File: src/rtl/serial_adder_ctrl.sv
// Bit-serial adder controller: drives one external full adder LSB-first over WIDTH cycles.
// Optional signed-overflow output OV is built when SERIAL_ADDER_OVF_EN is defined.
module serial_adder_ctrl #(
  parameter int WIDTH = 8
) (
  input  logic             clk,
  input  logic             rst,
  input  logic             start,
  input  logic [WIDTH-1:0] A,
  input  logic [WIDTH-1:0] B,
  input  logic             CI,
  output logic             busy,
  output logic             done,
  output logic [WIDTH-1:0] S,
  output logic             CO,
  output logic             fa_a,
  output logic             fa_b,
  output logic             fa_ci,
  input  logic             fa_s,
  input  logic             fa_co
`ifdef SERIAL_ADDER_OVF_EN
  ,
  output logic             OV
`endif
);

  localparam int CW = (WIDTH > 1) ? $clog2(WIDTH) : 1;
  localparam logic [CW-1:0] LAST_CNT = CW'(WIDTH - 1);

  typedef enum logic [1:0] {
    IDLE = 2'd0,
    RUN  = 2'd1,
    DONE = 2'd2
  } state_t;

  state_t           state;
  state_t           state_nxt;
  logic [WIDTH-1:0] a_sh;
  logic [WIDTH-1:0] b_sh;
  logic             carry;
  logic [CW-1:0]    cnt;
  logic             accept;
  logic             last;

  // A start strobe is only honoured when no addition is in flight.
  assign accept = start && (state != RUN);
  assign last   = (state == RUN) && (cnt == LAST_CNT);

  always_ff @(posedge clk or posedge rst) begin
    if (rst) state <= IDLE;
    else     state <= state_nxt;
  end

  always_comb begin
    state_nxt = state;
    busy      = 1'b0;
    done      = 1'b0;
    fa_a      = 1'b0;
    fa_b      = 1'b0;
    fa_ci     = 1'b0;
    case (state)
      IDLE: begin
        if (start) state_nxt = RUN;
      end
      RUN: begin
        busy  = 1'b1;
        fa_a  = a_sh[0];
        fa_b  = b_sh[0];
        fa_ci = carry;
        if (last) state_nxt = DONE;
      end
      DONE: begin
        done      = 1'b1;
        state_nxt = start ? RUN : IDLE;
      end
      default: state_nxt = IDLE;
    endcase
  end

  always_ff @(posedge clk or posedge rst) begin
    if (rst) begin
      a_sh  <= '0;
      b_sh  <= '0;
      carry <= 1'b0;
      cnt   <= '0;
      S     <= '0;
      CO    <= 1'b0;
`ifdef SERIAL_ADDER_OVF_EN
      OV    <= 1'b0;
`endif
    end else if (accept) begin
      a_sh  <= A;
      b_sh  <= B;
      carry <= CI;
      cnt   <= '0;
      S     <= '0;
      CO    <= 1'b0;
`ifdef SERIAL_ADDER_OVF_EN
      OV    <= 1'b0;
`endif
    end else if (state == RUN) begin
      // Sum bits enter at the MSB so the LSB lands in S[0] after WIDTH shifts.
      S     <= {fa_s, S[WIDTH-1:1]};
      a_sh  <= a_sh >> 1;
      b_sh  <= b_sh >> 1;
      carry <= fa_co;
      cnt   <= cnt + 1'b1;
      if (last) begin
        CO <= fa_co;
`ifdef SERIAL_ADDER_OVF_EN
        // carry still holds the carry into the MSB during the final cycle.
        OV <= carry ^ fa_co;
`endif
      end
    end
  end

endmodule

File: config.mk
export PLATFORM = sky130hd
export DESIGN_NAME = serial_adder_ctrl
export DESIGN_NICKNAME = d
export VERILOG_FILES = /design/src/rtl/serial_adder_ctrl.sv
export SDC_FILE = /design/constraint.sdc
export NUM_CORES = 1
export LEC_CHECK = 0
export ABC_AREA = 1
export CAP_MARGIN = 20
export CORE_ASPECT_RATIO = 1.75
export CORE_MARGIN = 3
export CORE_UTILIZATION = 43
export DETAILED_ROUTE_END_ITERATION = 8
export GPL_TIMING_DRIVEN = 0
export PLACE_DENSITY = 0.73
export SLEW_MARGIN = 20
export SYNTH_ARGS = -nofsm -noshare
export SYNTH_HDL_FRONTEND = slang
export SYNTH_SLANG_ARGS = --single-unit
export TNS_END_PERCENT = 50
File: constraint.sdc
create_clock -name clk -period 1.12 [get_ports clk]
set_input_delay 0.168 -clock clk [delete_from_list [all_inputs] [get_ports clk]]
set_output_delay 0.168 -clock clk [all_outputs]
set_load 0.01 [all_outputs]
# --- After elaboration in Yosys (flattened, before gate mapping) ---
# Cells that the tools add are included.
word_totals:
  register_bits: 31
  ram_bits: 0
  romBits: 0
  memories: 0
  in_bits: 22
  out_inout_bits: 14
  latchBits: 0
  word_cells: 43
op_classes:
  multipliers: 0
  div_mod_pow: 0
  n_reduce_logical: 7
  eq_ne: 6
  add_sub_neg: 1
  n_shift: 0
  n_bitwise: 0
  n_mux: 22
  order_cmp: 0
ops:
  columns: ["cell", "n"]
  rows:
  - ["$mux W8", 6]
  - ["$mux W1", 11]
  - ["$mux W3", 2]
  - ["$pmux W2 S3", 1]
  - ["$mux W2", 2]
  - ["$ne A2 B2 Y1 const B", 2]
  - ["$reduce_and A2 Y1", 2]
  - ["$reduce_bool A2 Y1", 2]
  - ["$add A3 B1 Y3 const B", 1]
  - ["$eq A3 B3 Y1 const B", 1]
  - ["$eq A2 B1 Y1 const B", 1]
  - ["$eq A2 B2 Y1 const B", 1]
  - ["$logic_and A1 B1 Y1", 2]
  - ["$logic_not A2 Y1", 1]
  - ["$ne A2 B1 Y1 const B", 1]

# --- Depth between registers and ports, before layout ---
# Gate-level depths: netlist (run 1).
depth:
  ltp_word: 5
  depth_mapped: 6
  ltp_nobuf: 5

# --- Worst setup path after synthesis (run 1) ---
# Ideal clock, no wire load.
synth_path:
  kind: "reg2out"
  start: "register state[1]"
  end: "output port fa_a"
  arrival_time_ps: 896
  stages_incl_launch_ff: 5
  slack_ps: 56
  path_buffers: 1
  t_required_ps: 952
  cell_sequence: "dfrtp_1 > inv_1 > nand2_2 > buf_2 > nor2_1"
synth_via:
  elab_chain_len: 2
synth_rtl:
  columns: ["element", "line", "text"]
  rows:
  - ["start, declared", "36", "state_t state;"]
  - ["start signal, assigned", "51", "else state <= state_nxt;"]
  - ["$eq A2 B1 Y1", "61", "case (state)"]
  - ["$mux W1", "61", null]
  - ["end, declared", "16", "output logic fa_a,"]
# Every way passes these cells.

# --- Final worst setup path (run 1) ---
layout_path:
  start: "register state[0]"
  end: "output port done"
layout_via:
  elab_chain_len: 2
layout_rtl:
  columns: ["element", "line", "text"]
  rows:
  - ["$eq A2 B2 Y1", "61", null]
  - ["$mux W1", "61", null]
  - ["end, declared", "13", "output logic done,"]
# Every way passes these cells.

==> out/metrics.sh, run 1 <==
ANT_NETS=0
FF2FF_SETUP_SLACK_PS=-190
REG2REG_DEPTH=7
CLOCKBUFFERDEPTH=2
GRT.OVERFLOW.TOTAL=0
OUTCOME='complete, but fails checks'
CTS.CLK_SLEW.WORST_PATHS_PS=70
ROWS=26
GRT_ANTENNA_BEFORE_REPAIR=0
HOLDCRITSTARTPOINT='start'
DIODES=0
SYNTH-WARNING-COUNT=0
CELL_AT_THE_ROOT_OF_THE_CLOCK_TREE='sky130_fd_sc_hd__clkbuf_8'
FINAL_HOLD_VIOL_COUNT=0
PLACEABLECOREAREA_UM2=3030
FILLERS=204
DETAIL_ROUTE.WL_PER_CELL_UM=16.4
HTREEDEPTH=2
WORST_HOLD_PATH.ENDPOINT='a_sh[2]$_DFFE_PP0P_'
SEQUENTIAL_CELL_AREA_UM2=776
HOLD_CLASS='input port to register'
GRT_MAX_DEGREE=32
SYNTH.LIB_CELLS_USED.DISTINCT=15
DIE-AREA_UM2=4000
LAYOUT_CELLS_SIZED_ABOVE_1=0.374
DRC_ERRORS=0
NETLIST_AREA_BEFORE_PLACEMENT_UM2=1400
INITIALDRTVIOLATIONCOUNT=53
CTS_INSERTED_BUFFERS=5
VIOLATIONS='setup timing'
SETUP-TNS-FINAL_PS=-4360
TIMING.CRITICAL_PATH.REQUIRED_PS=950
DRTPASS1ITERATIONS=5
TRITONCTS_NUM_SINKS=31
POWER_DENSITY_nW_PER_UM2=2750
ACHIEVABLE-FREQUENCY_MHz=723
FIN_SKEW_PS=7.67
RR_STARTPOINT='state[0]$_DFFE_PP0P_'
GRT_PASS1_VIAS=1249
CRIT_PATH_START_KIND='register'
GR-USAGE-ALL-LAYERS=0.196
CLK-INSERTION-DELAY-LATE_PS=290
NUMPORTBUFFERS=34
DIE-HEIGHT_UM=81.5
FINALCOREUTILIZATION=0.767
SETUP_REPAIR_AFTER_GLOBAL_ROUTING_MISSED_ITS_MARGIN='true'
POST-DP-HPWL_UM=2260
START_UTIL=0.463
P_LEAK_uW=0.00111
POSTSYNTHREGISTERBITS=31
VDD_DROP_MAX_mV=1.65
SYNTHTOLAYOUTAREAGROWTH_PCT=65.7
WORST_R2R_ENDPOINT='carry$_DFFE_PP0P_'
REPORT.FINAL.SETUP_VIOL=30
TIMING.FINAL.WS_SETUP_PS=-263
DRT-VIAS-PER-INSTANCE=5.44
WIDTH_OF_THE_DIE_UM=49.1
GLOBAL_ROUTE_WIRE_LENGTH_BEFORE_REPAIR_UM=5840
NUM_VIAS=1421
MAXCAPVIOLATIONS=0
SYN_NETS=184
DRT-TOTAL-WL_UM=4290
PLACEMENT.CELL_AREA_UM2=1790
FINAL_CELL_MIX='sky130_fd_sc_hd__nand3_1 (35), sky130_fd_sc_hd__dfrtp_1 (31), sky130_fd_sc_hd__nand2_1 (30), sky130_fd_sc_hd__nand3_2 (23), sky130_fd_sc_hd__clkdlybuf4s50_1 (20)'
SYNTHCELLS=160
MIN_DELAY_PATH_DEPTH=3
YOSYSSEQAREASHARE=0.554
NUM_IO_PINS=36
CRIT_TYPE='register to output port'
DESIGN.FINAL.NETS=242
STDCELL_AREA_UM2=2320
MIN_PERIOD_PS=1380
MOST_FREQUENT_STANDARD_CELL_IN_THE_LAYOUT_EXCLUDING_FILL_AND_TAP_CELLS='sky130_fd_sc_hd__nand3_1'
WORST-ENDPOINT-ARRIVAL_PS=1220
RELATIVE_MAX_TRANSITION_MARGIN=0.575
SYN_AVG_CELL_AREA_UM2=8.75
END_KIND='output port'
MULTI_INPUT_AREA_UM2=694
SHARE_OF_THE_CYCLE_NEEDED_BY_THE_CRITICAL_PATH_AFTER_ROUTING=1.24
TRITONCTS='built'
DRV_SLEW=0
MAX_SLEW.WORST_PIN.SLEW_PS=637
WORST-PATH-MAX-FANOUT=3
PLACE_CONGESTION=0.788
## per-layer routing
| metal | up-vias | global-route usage | part of all wire |
|---|---|---|---|
| met4 | 0 | 0.103 | 0.025 |
| met2 | 54 | 0.340 | 0.56 |
| met1 | 706 | 0.214 | 0.35 |
| met5 | - | 0 | 0 |
| met3 | 11 | 0.0581 | 0.058 |
| li1 | 650 | - | - |
## timing repair
item	CTS	global route
gates resized for setup	52	58
buffers inserted	9	5
hold buffers	0	0
endpoints found under the setup margin	14	42
gates cloned	0	4
pin swaps	2	7
## power by group
part	total [uW]	internal [uW]	switching, uW
clock network	995	561	434
logic	3480	1810	1670
registers	1890	1590	306
## how the worst max path moves through the flow
stage                               from    to  slack, ps  cells after the start
detailed placement  state[1]$_DFFE_PP0P_  fa_b       -480                      5
global route        state[1]$_DFFE_PP0P_  busy       -290                      4
finish              state[0]$_DFFE_PP0P_  done       -260                      4
global placement    state[1]$_DFFE_PP0P_  fa_a       -490                      5
floorplan           state[1]$_DFFE_PP0P_  fa_a         60                      4
CTS                 state[0]$_DFFE_PP0P_  fa_a       -220                      5
## layout make-up
cell class                      instances  share of cell area
Buffer                                 11              0.0507
Clock buffer                            8              0.0432
Inverter                               11              0.0178
Multi-Input combinational cell        107               0.299
Sequential cell                        31               0.334
Tap cell                               42              0.0227
Timing Repair Buffer                   51               0.232
## state kept, by name (all words and copies together), names as in the netlist
signal  flops
S           8
a_sh        8
b_sh        8
CO          1
carry       1
state       2
cnt         3
## per-stage QoR
stage	hold slack (ps)	cells	total power, uW	worst slack (ps)
floorplan	272	160	3080	56.2
global placement	470	236	3880	-487
detailed placement	486	236	3930	-482
CTS	251	253	5190	-216
global route	251	261	6730	-291
finish	243	261	6370	-263
## cell usage after synthesis
| cell type | n | area [um2] |
|---|---|---|
| sky130_fd_sc_hd__dfrtp_1 | 31 | 776 |
| sky130_fd_sc_hd__buf_4 | 2 | 15.0 |
| sky130_fd_sc_hd__o22ai_1 | 1 | 6.26 |
| sky130_fd_sc_hd__inv_1 | 9 | 33.8 |
| sky130_fd_sc_hd__nor2_4 | 1 | 11.3 |
| sky130_fd_sc_hd__nor2_1 | 5 | 18.8 |
| sky130_fd_sc_hd__o21ai_0 | 6 | 30.0 |
| sky130_fd_sc_hd__inv_2 | 2 | 7.51 |
| sky130_fd_sc_hd__nand3_1 | 59 | 295 |
| sky130_fd_sc_hd__nand2_2 | 2 | 12.5 |
| sky130_fd_sc_hd__a21oi_1 | 1 | 5.00 |
| sky130_fd_sc_hd__buf_2 | 8 | 40.0 |
| sky130_fd_sc_hd__nand2_1 | 30 | 113 |
| sky130_fd_sc_hd__ha_1 | 2 | 25.0 |
| sky130_fd_sc_hd__buf_6 | 1 | 11.3 |
## cells by family after synthesis
kind of cell	synth area share
AO/OA/AOI/OAI	0.0295
flip-flops	0.554
adder cells (fa/ha/maj)	0.0179
AND/OR/NAND/NOR	0.322
buffers and inverters	0.0769
## critical path, stage by stage, from the launching register on
cell and delay [ps]:
sky130_fd_sc_hd__dfrtp_1 420, sky130_fd_sc_hd__buf_4 150, sky130_fd_sc_hd__buf_6 110, sky130_fd_sc_hd__nor2_1 100, sky130_fd_sc_hd__buf_2 140
No activity file was read; power rests on OpenSTA's default activity.
==> run 2, diff against run 1 <==
--- a/config.mk
+++ b/config.mk
@@ -9,10 +9,10 @@
 export CAP_MARGIN = 20
 export CORE_ASPECT_RATIO = 1.75
 export CORE_MARGIN = 3
-export CORE_UTILIZATION = 43
+export CORE_UTILIZATION = 30
 export DETAILED_ROUTE_END_ITERATION = 8
 export GPL_TIMING_DRIVEN = 0
-export PLACE_DENSITY = 0.73
+export PLACE_DENSITY = 0.53
 export SLEW_MARGIN = 20
 export SYNTH_ARGS = -nofsm -noshare
 export SYNTH_HDL_FRONTEND = slang
==> out/metrics.sh, run 2 (synthesized netlist as in run 1, its figures left out) <==
OUTCOME='complete, but fails checks'  # unchanged
VIOLATIONS='setup timing'  # unchanged
MIN_PERIOD_PS=1330  # was 1380 ps
RELATIVE_CONTRIBUTION_OF_COMBINATIONAL_CELLS_TO_TOTAL_POWER=0.526  # was 0.547
POWER.SHARE.CLOCK=0.145  # was 0.156
FIN_TOTAL_PWR_uW=5630  # was 6370 uW
NET_SW_FRAC=0.365  # was 0.378
INITIALDRTVIOLATIONCOUNT=38  # was 53
DRT-VIAS-PER-INSTANCE=4.88  # was 5.44
CRIT_TYPE='register to output port'  # unchanged
WIDTH_OF_THE_DIE_UM=57.6  # was 49.1 um
GR-USAGE-ALL-LAYERS=0.149  # was 0.196
GRT_PASS1_VIAS=1396  # was 1,249
CTS_INSERTED_BUFFERS=5  # unchanged
DRV_SLEW=0  # unchanged
REG_TOP3='S x8, a_sh x8, b_sh x8'  # unchanged
VDD_DROP_MAX_mV=1.29  # was 1.65 mV
TIMING.FINAL.WS_SETUP_PS=-207  # was -263 ps
SYNTHTOLAYOUTAREAGROWTH_PCT=52.3  # was 65.7%
P_LEAK_uW=0.00103  # was 0.00111 uW
DRT-TOTAL-WL_UM=3720  # was 4290 um
RELATIVE_MAX_TRANSITION_MARGIN=0.571  # was 0.575
GRT.OVERFLOW.TOTAL=0  # unchanged
SHARE_OF_THE_CYCLE_NEEDED_BY_THE_CRITICAL_PATH_AFTER_ROUTING=1.18  # was 1.24
CELL_AT_THE_ROOT_OF_THE_CLOCK_TREE='sky130_fd_sc_hd__clkbuf_8'  # unchanged
LAYOUT_CELLS_SIZED_ABOVE_1=0.237  # was 0.374
HTREEDEPTH=2  # unchanged
CTS.HOLD.BUFFERS_ADDED=0  # unchanged
MOST_FREQUENT_STANDARD_CELL_IN_THE_LAYOUT_EXCLUDING_FILL_AND_TAP_CELLS='sky130_fd_sc_hd__nand3_1'  # unchanged
CRIT_PATH_START_KIND='register'  # unchanged
ROWS=32  # was 26
DIODES=0  # unchanged
TRITONCTS_NUM_SINKS=31  # unchanged
NETSWITCHINGPOWER_uW=2060  # was 2410 uW
POWER_DENSITY_nW_PER_UM2=2640  # was 2750 nW/um2
TRITONCTS='built'  # unchanged
SETUP_REPAIR_AFTER_GLOBAL_ROUTING_MISSED_ITS_MARGIN='true'  # unchanged
DRC_ERRORS=0  # unchanged
P_INT_uW=3570  # was 3960 uW
DESIGN.FINAL.NETS=238  # was 242
MAX_SLEW.WORST_PIN.SLEW_PS=642  # was 637 ps
NUMPORTBUFFERS=34  # unchanged
WORST-ENDPOINT-ARRIVAL_PS=1160  # was 1220 ps
CTS.CLK_SLEW.WORST_PATHS_PS=60  # was 70 ps
FINAL_CELL_MIX='sky130_fd_sc_hd__nand3_1 (58), sky130_fd_sc_hd__dfrtp_1 (31), sky130_fd_sc_hd__nand2_1 (29), sky130_fd_sc_hd__clkdlybuf4s50_1 (20), sky130_fd_sc_hd__buf_6 (10)'  # was sky130_fd_sc_hd__nand3_1 (35), sky130_fd_sc_hd__dfrtp_1 (31), sky130_fd_sc_hd__nand2_1 (30), sky130_fd_sc_hd__nand3_2 (23), sky130_fd_sc_hd__clkdlybuf4s50_1 (20)
SEQ_POWER_SHARE=0.329  # was 0.297
MAXCAPVIOLATIONS=0  # unchanged
NUM_VIAS=1297  # was 1,421
DIE-HEIGHT_UM=96.4  # was 81.5 um
END_KIND='output port'  # unchanged
DRTPASS1ITERATIONS=4  # was 5
NUM_IO_PINS=36  # unchanged
GRT_ANTENNA_BEFORE_REPAIR=0  # unchanged
PLACEABLECOREAREA_UM2=4440  # was 3030 um2
POST-DP-HPWL_UM=2560  # was 2260 um
TIMING.CRITICAL_PATH.REQUIRED_PS=950  # about the same
ANT_NETS=0  # unchanged
CLOCKBUFFERDEPTH=2  # unchanged
GLOBAL_ROUTE_WIRE_LENGTH_BEFORE_REPAIR_UM=6390  # was 5840 um
START_UTIL=0.315  # was 0.463
FIN_SKEW_PS=7.00  # was 7.67 ps
DIE-AREA_UM2=5550  # was 4000 um2
WORST-PATH-MAX-FANOUT=5  # was 3
FINAL.HOLD.WORST_SLACK_PS=276  # was 243 ps
ACHIEVABLE-FREQUENCY_MHz=754  # was 723 MHz
GRT_MAX_DEGREE=32  # unchanged
DETAIL_ROUTE.WL_PER_CELL_UM=14.0  # was 16.4 um
HOLD_CLASS='input port to register'  # unchanged
PLACE_CONGESTION=0.755  # was 0.788
CLK-INSERTION-DELAY-LATE_PS=270  # was 290 ps
FINAL_HOLD_VIOL_COUNT=0  # unchanged
REPORT.FINAL.SETUP_VIOL=29  # was 30
## run 2: path summary, 6_finish.rpt
kind | startpoint | to | slack, ps | depth (start not counted)
max | state[0]$_DFFE_PP0P_ | fa_b | -210 | 5
min | start | a_sh[5]$_DFFE_PP0P_ | 280 | 3
max reg2reg | state[0]$_DFFE_PP0P_ | S[3]$_DFFE_PP0P_ | -50 | 6
min reg2reg | cnt[0]$_DFFE_PP0P_ | cnt[0]$_DFFE_PP0P_ | 490 | 1
max in group asynchronous | rst | a_sh[6]$_DFFE_PP0P_ | 400 | 2
min in group asynchronous | rst | cnt[1]$_DFFE_PP0P_ | 300 | 2
## run 2: routing by layer
layer  GRT usage  vias to the layer above  wire, um
li1            -                      643         -
met1       0.164                      620      1440
met4      0.0580                        0        62
met3      0.0306                        5       158
met2       0.275                       29      2060
met5           0                        -         0
## run 2: area by class of cell
cell class | count | area [um2]
multi-input combinational | 107 | 564
fill | 438 | 2310
clock inverter | 1 | 5.00
timing repair buffer | 47 | 485
buffer | 11 | 118
clock buffer | 7 | 76.3
tap | 51 | 63.8
inverter | 11 | 43.8
sequential | 31 | 776
## run 2: per-stage QoR
stage | std cells | setup WS (ps) | instance area [um2] | util | setup TNS (ps)
2_1_floorplan | 160 | 56.2 | 1400 | - | 0
3_5_place_dp | 245 | -513 | 1800 | 0.406 | -2110
6_report | 266 | -207 | 2130 | 0.480 | -1330
3_3_place_gp | 245 | -494 | 1800 | 0.406 | -17190
5_1_grt | 266 | -260 | 2130 | 0.480 | -3000
4_1_cts | 264 | -216 | 1990 | 0.449 | -1040
## run 2: power by group through the flow
stage / clock (uW) / combinational, uW / sequential (uW)
final: 817 / 2960 / 1850
after global placement: 0 / 2070 / 1870
after detailed placement: 0 / 2090 / 1890
after floorplan: 0 / 1180 / 1900
after CTS: 855 / 2480 / 1840
after global routing: 886 / 3240 / 1920
## run 2: timing repair
| item | in CTS | in global routing |
|---|---|---|
| hold endpoints to repair | 0 | 0 |
| pin swaps | 4 | 2 |
| setup buffers | 11 | 3 |
| resized for setup | 54 | 28 |
| setup endpoints to repair | 17 | 40 |
| gates cloned | 0 | 2 |
## run 2: worst max-delay path, cell delays in order (launching register included)
cell	delay, ps
sky130_fd_sc_hd__dfrtp_1	400
sky130_fd_sc_hd__buf_6	140
sky130_fd_sc_hd__nand2_4	60
sky130_fd_sc_hd__buf_8	120
sky130_fd_sc_hd__nor2_2	30
sky130_fd_sc_hd__buf_2	130
==> run 3, diff against run 2 <==
--- a/config.mk
+++ b/config.mk
@@ -8,7 +8,6 @@
 export ABC_AREA = 1
 export CAP_MARGIN = 20
 export CORE_ASPECT_RATIO = 1.75
-export CORE_MARGIN = 3
 export CORE_UTILIZATION = 30
 export DETAILED_ROUTE_END_ITERATION = 8
 export GPL_TIMING_DRIVEN = 0
==> out/metrics.sh, run 3 (synthesized netlist as in run 1, its figures left out) <==
OUTCOME='complete, but fails checks'  # unchanged
VIOLATIONS='setup timing'  # unchanged
CTS_INSERTED_BUFFERS=5  # unchanged
SETUP-TNS-FINAL_PS=-1200  # was -1330 ps
WORST-PATH-MAX-FANOUT=5  # unchanged
POST-DP-HPWL_UM=2540  # was 2560 um
VDD_DROP_MAX_mV=1.15  # was 1.29 mV
PLACE_CONGESTION=0.796  # was 0.755
CRIT_TYPE='register to output port'  # unchanged
WL_MET2_UM=2080  # was 2060 um
FINAL_CELL_MIX='sky130_fd_sc_hd__nand3_1 (59), sky130_fd_sc_hd__dfrtp_1 (31), sky130_fd_sc_hd__nand2_1 (27), sky130_fd_sc_hd__clkdlybuf4s50_1 (20)'  # was sky130_fd_sc_hd__nand3_1 (58), sky130_fd_sc_hd__dfrtp_1 (31), sky130_fd_sc_hd__nand2_1 (29), sky130_fd_sc_hd__clkdlybuf4s50_1 (20), sky130_fd_sc_hd__buf_6 (10)
CTS.HOLD.BUFFERS_ADDED=0  # unchanged
SYNTHTOLAYOUTAREAGROWTH_PCT=47.4  # was 52.3%
RELATIVE_MAX_TRANSITION_MARGIN=0.558  # was 0.571
CLOCKBUFFERDEPTH=2  # unchanged
SETUP_REPAIR_AFTER_GLOBAL_ROUTING_MISSED_ITS_MARGIN='true'  # unchanged
CTS.CLK_SLEW.WORST_PATHS_PS=70  # was 60 ps
DETAIL_ROUTE.WIRELENGTH.MET1_UM=1510  # was 1440 um
FINAL_HOLD_VIOL_COUNT=0  # unchanged
GRT.OVERFLOW.TOTAL=0  # unchanged
CRIT_PATH_START_KIND='register'  # unchanged
LAYOUT_CELLS_SIZED_ABOVE_1=0.230  # was 0.237
START_UTIL=0.315  # unchanged
MIN_PERIOD_PS=1350  # was 1330 ps
WORST-ENDPOINT-ARRIVAL_PS=1180  # was 1160 ps
HOLDCRITSTARTPOINT='start'  # unchanged
PLACEABLECOREAREA_UM2=4440  # unchanged
GRT_ANTENNA_BEFORE_REPAIR=0  # unchanged
DRV_SLEW=0  # unchanged
MET3WIRELENGTH_UM=139  # was 158 um
NUMPORTBUFFERS=34  # unchanged
DESIGN.FINAL.NETS=236  # was 238
DRT-VIAS-PER-INSTANCE=5.05  # was 4.88
FILLERS=437  # was 438
TIMING.FINAL.WS_SETUP_PS=-229  # was -207 ps
CELL_AT_THE_ROOT_OF_THE_CLOCK_TREE='sky130_fd_sc_hd__clkbuf_8'  # unchanged
END_KIND='output port'  # unchanged
MAX_SLEW.WORST_PIN.SLEW_PS=662  # was 642 ps
DIE-HEIGHT_UM=92.4  # was 96.4 um
TIMING.CRITICAL_PATH.REQUIRED_PS=950  # about the same
DETAIL_ROUTE.WL_PER_CELL_UM=14.4  # was 14.0 um
DIODES=0  # unchanged
RR_STARTPOINT='state[0]$_DFFE_PP0P_'  # unchanged
REG_TOP3='S x8, a_sh x8, b_sh x8'  # unchanged
FIN_SKEW_PS=6.92  # was 7.00 ps
STARTPOINT='state[1]$_DFFE_PP0P_'  # was state[0]$_DFFE_PP0P_
MOST_FREQUENT_STANDARD_CELL_IN_THE_LAYOUT_EXCLUDING_FILL_AND_TAP_CELLS='sky130_fd_sc_hd__nand3_1'  # unchanged
ROWS=32  # unchanged
MAXCAPVIOLATIONS=0  # unchanged
WIDTH_OF_THE_DIE_UM=53.6  # was 57.6 um
CLK-INSERTION-DELAY-LATE_PS=290  # was 270 ps
PRECTSSETUPSLACK_PS=-519  # was -513 ps
REPORT.FINAL.SETUP_VIOL=24  # was 29
HTREEDEPTH=2  # unchanged
GRT_MAX_DEGREE=32  # unchanged
POWER_DENSITY_nW_PER_UM2=2640  # about the same
TRITONCTS='built'  # unchanged
GLOBAL_ROUTE_WIRE_LENGTH_BEFORE_REPAIR_UM=5980  # was 6390 um
P_LEAK_uW=0.000999  # was 0.00103 uW
SEQUENTIAL_CELL_AREA_UM2=776  # unchanged
DRTPASS1ITERATIONS=4  # unchanged
INITIALDRTVIOLATIONCOUNT=22  # was 38
TRITONCTS_NUM_SINKS=31  # unchanged
DRT-TOTAL-WL_UM=3810  # was 3720 um
ACHIEVABLE-FREQUENCY_MHz=741  # was 754 MHz
SHARE_OF_THE_CYCLE_NEEDED_BY_THE_CRITICAL_PATH_AFTER_ROUTING=1.20  # was 1.18
ANT_NETS=0  # unchanged
FINAL.HOLD.WORST_SLACK_PS=269  # was 276 ps
GR-USAGE-ALL-LAYERS=0.171  # was 0.149
MULTI_INPUT_AREA_UM2=553  # was 564 um2
TOP_SIGNAL_LAYER_USED='met4'  # unchanged
DRC_ERRORS=0  # unchanged
NUM_IO_PINS=36  # unchanged
HOLD_CLASS='input port to register'  # unchanged
DIE-AREA_UM2=4950  # was 5550 um2
GRT_PASS1_VIAS=1294  # was 1,396
NUM_VIAS=1332  # was 1,297
==> run 3: cell count changes in the layout (fill, tap and decap cells not counted), sizes merged <==
cell | before | now
clkdlybuf4s15 | 9 | 8
buf | 27 | 26
==> run 3: path summary, 6_finish.rpt <==
kind | endpoint | slack [ps] | cells past startpoint
worst min register to register | b_sh[1]$_DFFE_PP0P_ | 490 | 2
max in group asynchronous | a_sh[3]$_DFFE_PP0P_ | 390 | 2
worst max-delay path | fa_ci | -230 | 5
worst max register to register | CO$_DFFE_PP0P_ | -50 | 7
worst min-delay path | b_sh[0]$_DFFE_PP0P_ | 270 | 3
min in group asynchronous | cnt[1]$_DFFE_PP0P_ | 300 | 2
==> run 3: metal layers <==
metal | up-vias | track usage
met2 | 37 | 0.295
met1 | 648 | 0.186
li1 | 639 | -
met4 | 0 | 0.0746
met3 | 8 | 0.0443
met5 | - | 0
==> run 3: critical path, stage by stage (launching register included) <==
cell,delay (ps)
sky130_fd_sc_hd__dfrtp_1,390
sky130_fd_sc_hd__inv_2,100
sky130_fd_sc_hd__nand2_4,60
sky130_fd_sc_hd__buf_6,140
sky130_fd_sc_hd__nor2_2,80
sky130_fd_sc_hd__buf_2,130
==> run 3: what timing repair did <==
item / in CTS / in global routing
pin swaps: 4 / 1
endpoints found under the setup margin: 16 / 32
resized for setup: 60 / 16
hold endpoints to repair: 0 / 0
cloned: 0 / 1
setup buffers: 9 / 3
==> run 3: cell type report <==
| cell class | count | share of cell area |
|---|---|---|
| repair buffers | 45 | 0.210 |
| multi-input cells | 107 | 0.268 |
| well taps | 51 | 0.0309 |
| plain buffers | 11 | 0.0552 |
| flip-flops and latches | 31 | 0.376 |
| clock inverters | 1 | 0.00243 |
| clock buffers | 7 | 0.0370 |
| inverters | 11 | 0.0200 |
==> run 3: metrics by stage <==
step,utilization,cells,total power (uW),area (um2)
after CTS,0.448,262,5200,1990
after global placement,0.406,245,3930,1800
after detailed placement,0.406,245,3990,1800
final,0.464,264,5450,2060
after floorplan,-,160,3080,1400
after global routing,0.464,264,5840,2060
==> run 3: power by group <==
group          internal (uW)  switching (uW)
clock network            436             425
registers               1590             274
logic                   1370            1350
